===== config.mk =====
export PLATFORM = sky130hd
export DESIGN_NAME = serial_subtractor_flat
export DESIGN_NICKNAME = d
export VERILOG_FILES = /design/src/rtl/serial_subtractor_pkg.sv /design/src/rtl/serial_subtractor_if.sv /design/src/rtl/serial_subtractor_half_subtractor.sv /design/src/rtl/serial_subtractor.sv /design/src/flat_wrapper.sv
export SDC_FILE = /design/constraint.sdc
export NUM_CORES = 1
export LEC_CHECK = 0
export CAP_MARGIN = 20
export CORE_ASPECT_RATIO = 1.4
export CORE_MARGIN = 4
export CORE_UTILIZATION = 50
export DETAILED_ROUTE_END_ITERATION = 8
export GPL_TIMING_DRIVEN = 0
export PLACE_DENSITY = 0.76
export SKIP_LAST_GASP = 1
export SYNTH_ARGS = -nofsm -noshare
export SYNTH_HDL_FRONTEND = slang
export SYNTH_HIERARCHICAL = 1
export SYNTH_SLANG_ARGS = --single-unit
export TNS_END_PERCENT = 30

===== constraint.sdc =====
create_clock -name clk -period 1.53 [get_ports clk]
set_input_delay 0.306 -clock clk [delete_from_list [all_inputs] [get_ports clk]]
set_output_delay 0.306 -clock clk [all_outputs]
set_load 0.01 [all_outputs]

===== src/rtl/serial_subtractor_pkg.sv =====
// ============================================================================
// Module  : sub_pkg
// Brief   : Shared types and constants for the bit-serial subtractor.
// Revision: 1.0 - initial release
// ============================================================================
`default_nettype none

package sub_pkg;

   typedef enum logic [0:0] {
      IDLE = 1'b0,
      RUN  = 1'b1
   } state_t;

   localparam int SUB_WIDTH_DEF = 8;

endpackage : sub_pkg

`default_nettype wire


===== src/rtl/serial_subtractor_if.sv =====
// ============================================================================
// Module  : serial_subtractor_if
// Brief   : Request/result bundle for serial_subtractor. With SERIAL_SUB_OVF_EN
//           defined, it also carries the signed-overflow flag ovf.
// Revision: 1.0 - initial release
// ============================================================================
`default_nettype none

interface serial_subtractor_if
   import sub_pkg::*;
#(
   parameter int WIDTH = SUB_WIDTH_DEF
);

   logic             start;
   logic [WIDTH-1:0] a;
   logic [WIDTH-1:0] b;
   logic             busy;
   logic             done;
   logic [WIDTH-1:0] diff;
   logic             borrow;
`ifdef SERIAL_SUB_OVF_EN
   logic             ovf;

   modport master (output start, a, b, input busy, done, diff, borrow, ovf);
   modport slave  (input start, a, b, output busy, done, diff, borrow, ovf);
`else
   modport master (output start, a, b, input busy, done, diff, borrow);
   modport slave  (input start, a, b, output busy, done, diff, borrow);
`endif

endinterface : serial_subtractor_if

`default_nettype wire


===== src/rtl/serial_subtractor_half_subtractor.sv =====
// ============================================================================
// Module  : half_subtractor
// Brief   : Combinational half subtractor: Diff = A ^ B, Borrow = ~A & B.
// Revision: 1.0 - initial release
// ============================================================================
`default_nettype none

module half_subtractor (
   input  wire logic A,
   input  wire logic B,
   output logic      Diff,
   output logic      Borrow
);

   assign Diff   = A ^ B;
   assign Borrow = ~A & B;

endmodule : half_subtractor

`default_nettype wire


===== src/rtl/serial_subtractor.sv =====
// ============================================================================
// Module  : serial_subtractor
// Brief   : Bit-serial unsigned subtractor, diff = a - b over WIDTH cycles,
//           LSB first. Optional macro SERIAL_SUB_OVF_EN adds a signed ovf flag.
// Revision: 1.0 - initial release
// ============================================================================
`default_nettype none

module serial_subtractor
   import sub_pkg::*;
#(
   parameter int WIDTH = SUB_WIDTH_DEF
) (
   input  wire logic          clk,
   input  wire logic          rst,
   serial_subtractor_if.slave bus
);

   localparam int             CW       = $clog2(WIDTH);
   localparam logic [CW-1:0]  LAST_CNT = CW'(WIDTH - 1);

   state_t           state, state_next;
   logic [WIDTH-1:0] a_sh, b_sh, d_sh;
   logic [CW-1:0]    cnt;
   logic             bw;
   logic             done_r;
   logic [WIDTH-1:0] diff_r;
   logic             borrow_r;

   logic             load, shift, finish;
   logic             d_bit, bw_next;
   logic             hs1_diff, hs1_borrow, hs2_borrow;

   // Full-subtractor cell: two half subtractors, borrows ORed.
   half_subtractor u_hs1 (
      .A      (a_sh[0]),
      .B      (b_sh[0]),
      .Diff   (hs1_diff),
      .Borrow (hs1_borrow)
   );

   half_subtractor u_hs2 (
      .A      (hs1_diff),
      .B      (bw),
      .Diff   (d_bit),
      .Borrow (hs2_borrow)
   );

   assign bw_next = hs1_borrow | hs2_borrow;

   always_comb begin
      state_next = state;
      load       = 1'b0;
      shift      = 1'b0;
      finish     = 1'b0;
      case (state)
         IDLE: begin
            if (bus.start) begin
               load       = 1'b1;
               state_next = RUN;
            end
         end
         RUN: begin
            shift = 1'b1;
            if (cnt == LAST_CNT) begin
               finish     = 1'b1;
               state_next = IDLE;
            end
         end
         default: state_next = IDLE;
      endcase
   end

   always_ff @(posedge clk) begin
      if (rst) begin
         state    <= IDLE;
         a_sh     <= '0;
         b_sh     <= '0;
         d_sh     <= '0;
         cnt      <= '0;
         bw       <= 1'b0;
         done_r   <= 1'b0;
         diff_r   <= '0;
         borrow_r <= 1'b0;
      end else begin
         state  <= state_next;
         done_r <= finish;
         if (load) begin
            a_sh <= bus.a;
            b_sh <= bus.b;
            d_sh <= '0;
            cnt  <= '0;
            bw   <= 1'b0;
         end else if (shift) begin
            a_sh <= a_sh >> 1;
            b_sh <= b_sh >> 1;
            d_sh <= {d_bit, d_sh[WIDTH-1:1]};
            cnt  <= cnt + CW'(1);
            bw   <= bw_next;
         end
         if (finish) begin
            diff_r   <= {d_bit, d_sh[WIDTH-1:1]};
            borrow_r <= bw_next;
         end
      end
   end

   assign bus.busy   = (state == RUN);
   assign bus.done   = done_r;
   assign bus.diff   = diff_r;
   assign bus.borrow = borrow_r;

`ifdef SERIAL_SUB_OVF_EN
   // Operand MSBs are shifted out during RUN, so keep copies for the ovf term.
   logic a_msb, b_msb, ovf_r;

   always_ff @(posedge clk) begin
      if (rst) begin
         a_msb <= 1'b0;
         b_msb <= 1'b0;
         ovf_r <= 1'b0;
      end else begin
         if (load) begin
            a_msb <= bus.a[WIDTH-1];
            b_msb <= bus.b[WIDTH-1];
         end
         if (finish) begin
            ovf_r <= (a_msb != b_msb) && (d_bit != a_msb);
         end
      end
   end

   assign bus.ovf = ovf_r;
`endif

endmodule : serial_subtractor

`default_nettype wire


===== src/flat_wrapper.sv =====
// flat-port wrapper written by rule: the top's interface ports become plain ports
module serial_subtractor_flat import sub_pkg::*;
#(
   parameter int WIDTH = SUB_WIDTH_DEF
)
  (clk, rst, bus_start, bus_a, bus_b, bus_busy, bus_done, bus_diff, bus_borrow);
  serial_subtractor_if #(.WIDTH(WIDTH)) bus_i ();
  input  wire logic clk;
  input  wire logic rst;
  input wire logic [$bits(bus_i.start)-1:0] bus_start;
  input wire logic [$bits(bus_i.a)-1:0] bus_a;
  input wire logic [$bits(bus_i.b)-1:0] bus_b;
  output wire logic [$bits(bus_i.busy)-1:0] bus_busy;
  output wire logic [$bits(bus_i.done)-1:0] bus_done;
  output wire logic [$bits(bus_i.diff)-1:0] bus_diff;
  output wire logic [$bits(bus_i.borrow)-1:0] bus_borrow;
  assign bus_i.start = bus_start;
  assign bus_i.a = bus_a;
  assign bus_i.b = bus_b;
  assign bus_busy = bus_i.busy;
  assign bus_done = bus_i.done;
  assign bus_diff = bus_i.diff;
  assign bus_borrow = bus_i.borrow;
  serial_subtractor #(.WIDTH(WIDTH)) u_core (.clk(clk), .rst(rst), .bus(bus_i));
endmodule

==> results of run 1 <==
[metal layers]
layer | up-vias | GRT usage, %
met2 | 25 | 30.66
met3 | 6 | 5.546
met1 | 621 | 17.99
met5 | - | 0
met4 | 0 | 6.265
li1 | 681 | -
[power breakdown]
group	internal [mW]	switching [mW]	leakage, nW
Combinational	0.129	0.130	0.460
Sequential	1.04	0.0284	0.311
Clock	0.363	0.328	0.0482
Total	1.53	0.486	0.819
[cell type report]
class                   instances  share of cell area [%]
flip-flops and latches         38                   36.29
repair buffers                 27                   12.87
plain buffers                  16                   4.589
well taps                      39                   2.324
clock inverters                 1                  0.2384
inverters                       5                  0.8939
multi-input cells             115                   38.68
clock buffers                   7                   4.112
[cells in the final DEF, fill, tap and decap left out, drive strengths merged]
cell           count
a311oi             1
buf               11
nor2               2
nand2             10
clkinv             1
nand2b             3
mux2i             16
nor3               2
clkdlybuf4s50     27
ha                 4
a21bo              8
o21ai              1
nor2b             14
or3b              11
dfxtp             38
clkbuf            12
nand3              8
a21oi             21
a211oi            14
inv                5
[stage by stage]
stage | worst slack (ns) | area (um2) | util (%)
after floorplan | 0.2690 | 1687 | -
after global placement | 0.06910 | 2006 | 63.01
after detailed placement | -0.008377 | 2006 | 63.01
after CTS | -0.01411 | 2098 | 65.92
after global routing | -0.02949 | 2100 | 65.96
final | 0.01900 | 2100 | 65.96
[cells by family after synthesis]
family | count (synthesis)
fa+ha+maj | 4
compound gates | 45
flops | 38
simple gates | 50
buf+inv | 21
mux | 16
[sequential cells by signal, indices dropped and copies added (netlist names)]
name,flops
u_core/a_sh,8
u_core/b_sh,8
u_core/bus.diff,8
u_core/d_sh,7
u_core/cnt,3
u_core/bus.borrow,1
u_core/bus.busy,1
u_core/bus.done,1
u_core/bw,1
[final timing paths]
kind | endpoint | slack [ns] | cells after the start
max | bus_busy | 0.02 | 1
max reg2reg | u_core/bus.diff[7]$_SDFFE_PP0P_ | 0.16 | 8
min reg2reg | u_core/d_sh[2]$_SDFFE_PP0P_ | 0.47 | 2
min | u_core/d_sh[6]$_SDFFE_PP0P_ | 0.34 | 3
[cells in the mapped netlist, drive strengths merged]
master / instances / share of area (%)
dfxtp: 38 / 45
a21oi: 21 / 6.2
mux2i: 16 / 9.5
a211oi: 14 / 6.2
nor2b: 14 / 5.2
buf: 11 / 4.5
or3b: 11 / 5.7
nand2: 10 / 2.2
a21bo: 8 / 4.7
nand3: 8 / 2.4
clkbuf: 5 / 1.1
inv: 5 / 1.1
ha: 4 / 3.0
nand2b: 3 / 1.1
nor2: 2 / 0.45
nor3: 2 / 0.59
a311oi: 1 / 0.52
o21ai: 1 / 0.30
[repair_timing]
| action | 4_1_cts | 5_1_grt |
|---|---|---|
| gates resized for setup | 1 | 2 |
| hold buffers | 0 | 0 |
| pin swaps | 0 | 0 |
| setup endpoints to repair | 2 | 11 |
| setup buffers | 0 | 0 |
==> impl_metrics.tcl, run 1 <==
set metrics [dict create \
    status "finished clean" \
    clk_transition_reported_paths_ns 0.07 \
    wirelength_mm 3.481 \
    cap_violations 0 \
    hp-class "in2reg" \
    drt_first_pass_iters 4 \
    critPathTopFamily "buffers and inverters" \
    die_y_um 76.72 \
    relSlewSlack_pct 66.94 \
    avgSynthCellArea_um2 9.693 \
    power.density_nw_per_um2 959.8 \
    required_ns 1.22 \
    fin_nets 231 \
    whs_ns 0.3441 \
    yosysUniqueCellTypes 22 \
    cts_tree "built" \
    drt-wirelength-per-cell_um 14.04 \
    io_pins 30 \
    multi_input_area_um2 812.0 \
    yosysSeqAreaShare_pct 45.10 \
    die_w_um 57.09 \
    grt_pass1_wl_mm 5.802 \
    final_antenna_net_count 0 \
    wl_met1_mm 1.390 \
    antenna_found_initial 0 \
    fp-row-count 24 \
    dp_hpwl_mm 2.608 \
    tightest_slew_ns 0.4960 \
    dieArea_um2 4380 \
    antennaDiodeCount 0 \
    slowest_delay_ns 0.55 \
    routabilityCongestion 0.7875 \
    finalSetupViolCount 0 \
    synthXorXnorAreaFrac_pct 0 \
    drv_slew 0 \
    cts_buffers 5 \
    num-fill-cells 291 \
    synth_cells 174 \
    finalNonFillerCells 248 \
    worstSkewPairLatency_ns 0.29 \
    drc 0 \
    path_cells "clkdlybuf4s50_1" \
    drive_gt1_share_pct 13.40 \
    timing.rr.start "u_core/a_sh[0]$_SDFFE_PP0P_" \
    crit_path_start "u_core/bus.busy$_SDFF_PP0_" \
    grt_pass1_vias 1304 \
    ys_ff_latch 38 \
    leakagePower_nw 0.8192 \
    worst_setup_path_end_kind "output pin" \
    syn_area_um2 1687 \
    syn_nets 197 \
    worst-path-max-fanout 7 \
    met2WireLength_mm 1.871 \
    final.setup.tns_ns 0 \
    arrival_ns 1.21 \
    synthMuxAreaShare_pct 9.496 \
    cts_root_buffer "clkbuf_8" \
    initial_core_util_pct 52.99 \
    core_um2 3183 \
    clockBufferDepth 2 \
    ys_warn_count 6 \
    crit_path_top_delay_cell "clkdlybuf4s50_1" \
    register_area_um2 762.0 \
    overflow 0 \
    fin_crit_sh_pct 98.76 \
    synth_simple_gate_area_share_pct 17.66 \
    port_buffers 27 \
    peakVddDrop_uv 822.9 \
    synth_top_family_by_area "compound AO/OA/AOI/OAI gates" \
    dp.cells 240 \
    worst_setup_path_start_kind "flop" \
    vias_per_cell 5.375 \
    vias 1333 \
    fin_crit_ns 1.511 \
    max_freq_mhz 661.8 \
    synthAdderAreaFrac_pct 2.967 \
    grt_use_total_pct 17.05 \
    crit_type "reg2out" \
    wl_met3_um 164 \
    cts_max_level 2 \
    rsz0062_at_grt "true" \
    worstHoldStart "bus_start" \
    synth-compound-area-share_pct 18.03 \
    crit_buf_inv 1 \
    cts.sinks 38 \
    grt_max_degree 12 \
    dr.first_iter.drc_count 18 \
    syn2layout_area_growth_pct 24.48 \
    routed.top_layer "met4" \
    power_mw 2.015 \
    hold_viol_final 0 \
    worst_clock_skew_ns 0.007502 \
]
(Power assumes the default switching activity.)
==> inputs of run 2 (changes only) <==
CORE_UTILIZATION = 51   (was 50)
PLACE_DENSITY = 0.78   (was 0.76)
==> impl_metrics.tcl, run 2 (synthesis gave the netlist of run 1 again) <==
set metrics [dict create \
    arrival_ns 1.18 \
    vias_per_cell 5.597 \
    drv_slew 0 \
    slowest_delay_ns 0.54 \
    final_antenna_net_count 0 \
    syn2layout_area_growth_pct 24.85 \
    antennaDiodeCount 0 \
    multi_input_area_um2 812.0 \
    rsz0062_at_grt "true" \
    fp-row-count 24 \
    antenna_found_initial 0 \
    clk_transition_reported_paths_ns 0.07 \
    layout_commonest_cell "dfxtp_1" \
    vias 1388 \
    core_um2 3153 \
    p_comb_share_pct 13.0 \
    die_y_um 76.05 \
    leakagePower_nw 0.8318 \
    initial_core_util_pct 53.49 \
    io_pins 30 \
    drt-wirelength-per-cell_um 15.41 \
    worst_clock_skew_ns 0.004985 \
    drt_first_pass_iters 4 \
    worst-path-max-fanout 2 \
    routabilityCongestion 0.8214 \
    final.setup.tns_ns 0 \
    crit_buf_inv 1 \
    die_w_um 56.60 \
    worst_setup_path_start_kind "flop" \
    crit_type "reg2out" \
    fin_crit_sh_pct 96.81 \
    p_int_mw 1.527 \
    clockPowerShare_pct 34.7 \
    port_buffers 27 \
    worstSkewPairLatency_ns 0.29 \
    grt_pass1_vias 1429 \
    dr.first_iter.drc_count 54 \
    hp-class "in2reg" \
    finish.utilization_pct 66.79 \
    path_cells "clkdlybuf4s50_1" \
    cts_tree "built" \
    grt_use_total_pct 19.83 \
    cts_resized 2 \
    clockBufferDepth 2 \
    swShare_pct 25.11 \
    cts_hold_buf 0 \
    power.density_nw_per_um2 968.2 \
    grt_max_degree 13 \
    dieArea_um2 4304 \
    finalSetupViolCount 0 \
    cts_root_buffer "clkbuf_8" \
    cap_violations 0 \
    cts_buffers 5 \
    crit_path_top_delay_cell "clkdlybuf4s50_1" \
    drive_gt1_share_pct 13.88 \
    dp_hpwl_mm 2.719 \
    mostFrequentLayoutCells "dfxtp_1, clkdlybuf4s50_1, a21oi_1, mux2i_1" \
    drc 0 \
    switching_power_mw 0.5120 \
    relSlewSlack_pct 67.04 \
    status "finished clean" \
    tightest_slew_ns 0.4945 \
    worst_setup_path_end_kind "output pin" \
    grt_pass1_wl_mm 6.713 \
    p_seq_share_pct 52.3 \
    fin_crit_ns 1.481 \
    register_area_um2 762.0 \
    cts_max_level 2 \
    power_mw 2.039 \
    peakVddDrop_uv 745.5 \
    postCtsSetupRepairBufs 0 \
    required_ns 1.22 \
    fin_nets 231 \
    cts.sinks 38 \
    critPathTopFamily "buffers and inverters" \
    overflow 0 \
    hold_viol_final 0 \
    num-fill-cells 260 \
    wirelength_mm 3.822 \
    max_freq_mhz 675.2 \
]
[run 2: path summary, 6_finish.rpt]
check / from / end / slack (ns) / cells past startpoint
hold reg to reg: u_core/d_sh[7]$_SDFFE_PP0P_ / u_core/d_sh[6]$_SDFFE_PP0P_ / 0.48 / 2
setup / recovery: u_core/bus.diff[0]$_SDFFE_PP0P_ / bus_diff[0] / 0.05 / 1
setup reg to reg: u_core/a_sh[0]$_SDFFE_PP0P_ / u_core/bus.diff[7]$_SDFFE_PP0P_ / 0.15 / 8
hold / removal: bus_start / u_core/d_sh[4]$_SDFFE_PP0P_ / 0.35 / 3
[run 2: through the flow]
stage          setup slack [ns]  hold slack [ns]  cells  cell area, um2
2_1_floorplan            0.2690           0.4398    174            1687
3_3_place_gp            0.07322           0.4574    240            2006
5_1_grt                -0.01853           0.3486    248            2106
3_5_place_dp           -0.03488           0.4647    240            2006
6_report                0.04886           0.3495    248            2106
4_1_cts                -0.02573           0.3415    248            2103
[run 2: cell type report]
type                    instances  share of cell area [%]
flip-flops and latches         38                   36.19
clock inverters                 2                  0.5942
plain buffers                  16                   4.575
repair buffers                 27                   12.95
inverters                       5                  0.8913
well taps                      39                   2.317
clock buffers                   6                   3.922
multi-input cells             115                   38.56
[run 2: routing by layer]
layer	share of wire, %	track usage [%]	up-vias
met3	4.9	5.424	9
met1	38	22.51	668
met5	0	0	-
met2	55	34.38	33
li1	-	-	678
met4	2.0	7.838	0
[run 2: power groups by stage]
stage / logic [mW] / registers [mW] / clock network (mW)
2_1_floorplan: 0.171 / 1.08 / 0
3_3_place_gp: 0.250 / 1.08 / 0
3_5_place_dp: 0.263 / 1.09 / 0
4_1_cts: 0.267 / 1.07 / 0.724
5_1_grt: 0.298 / 1.07 / 0.770
6_report: 0.266 / 1.07 / 0.707
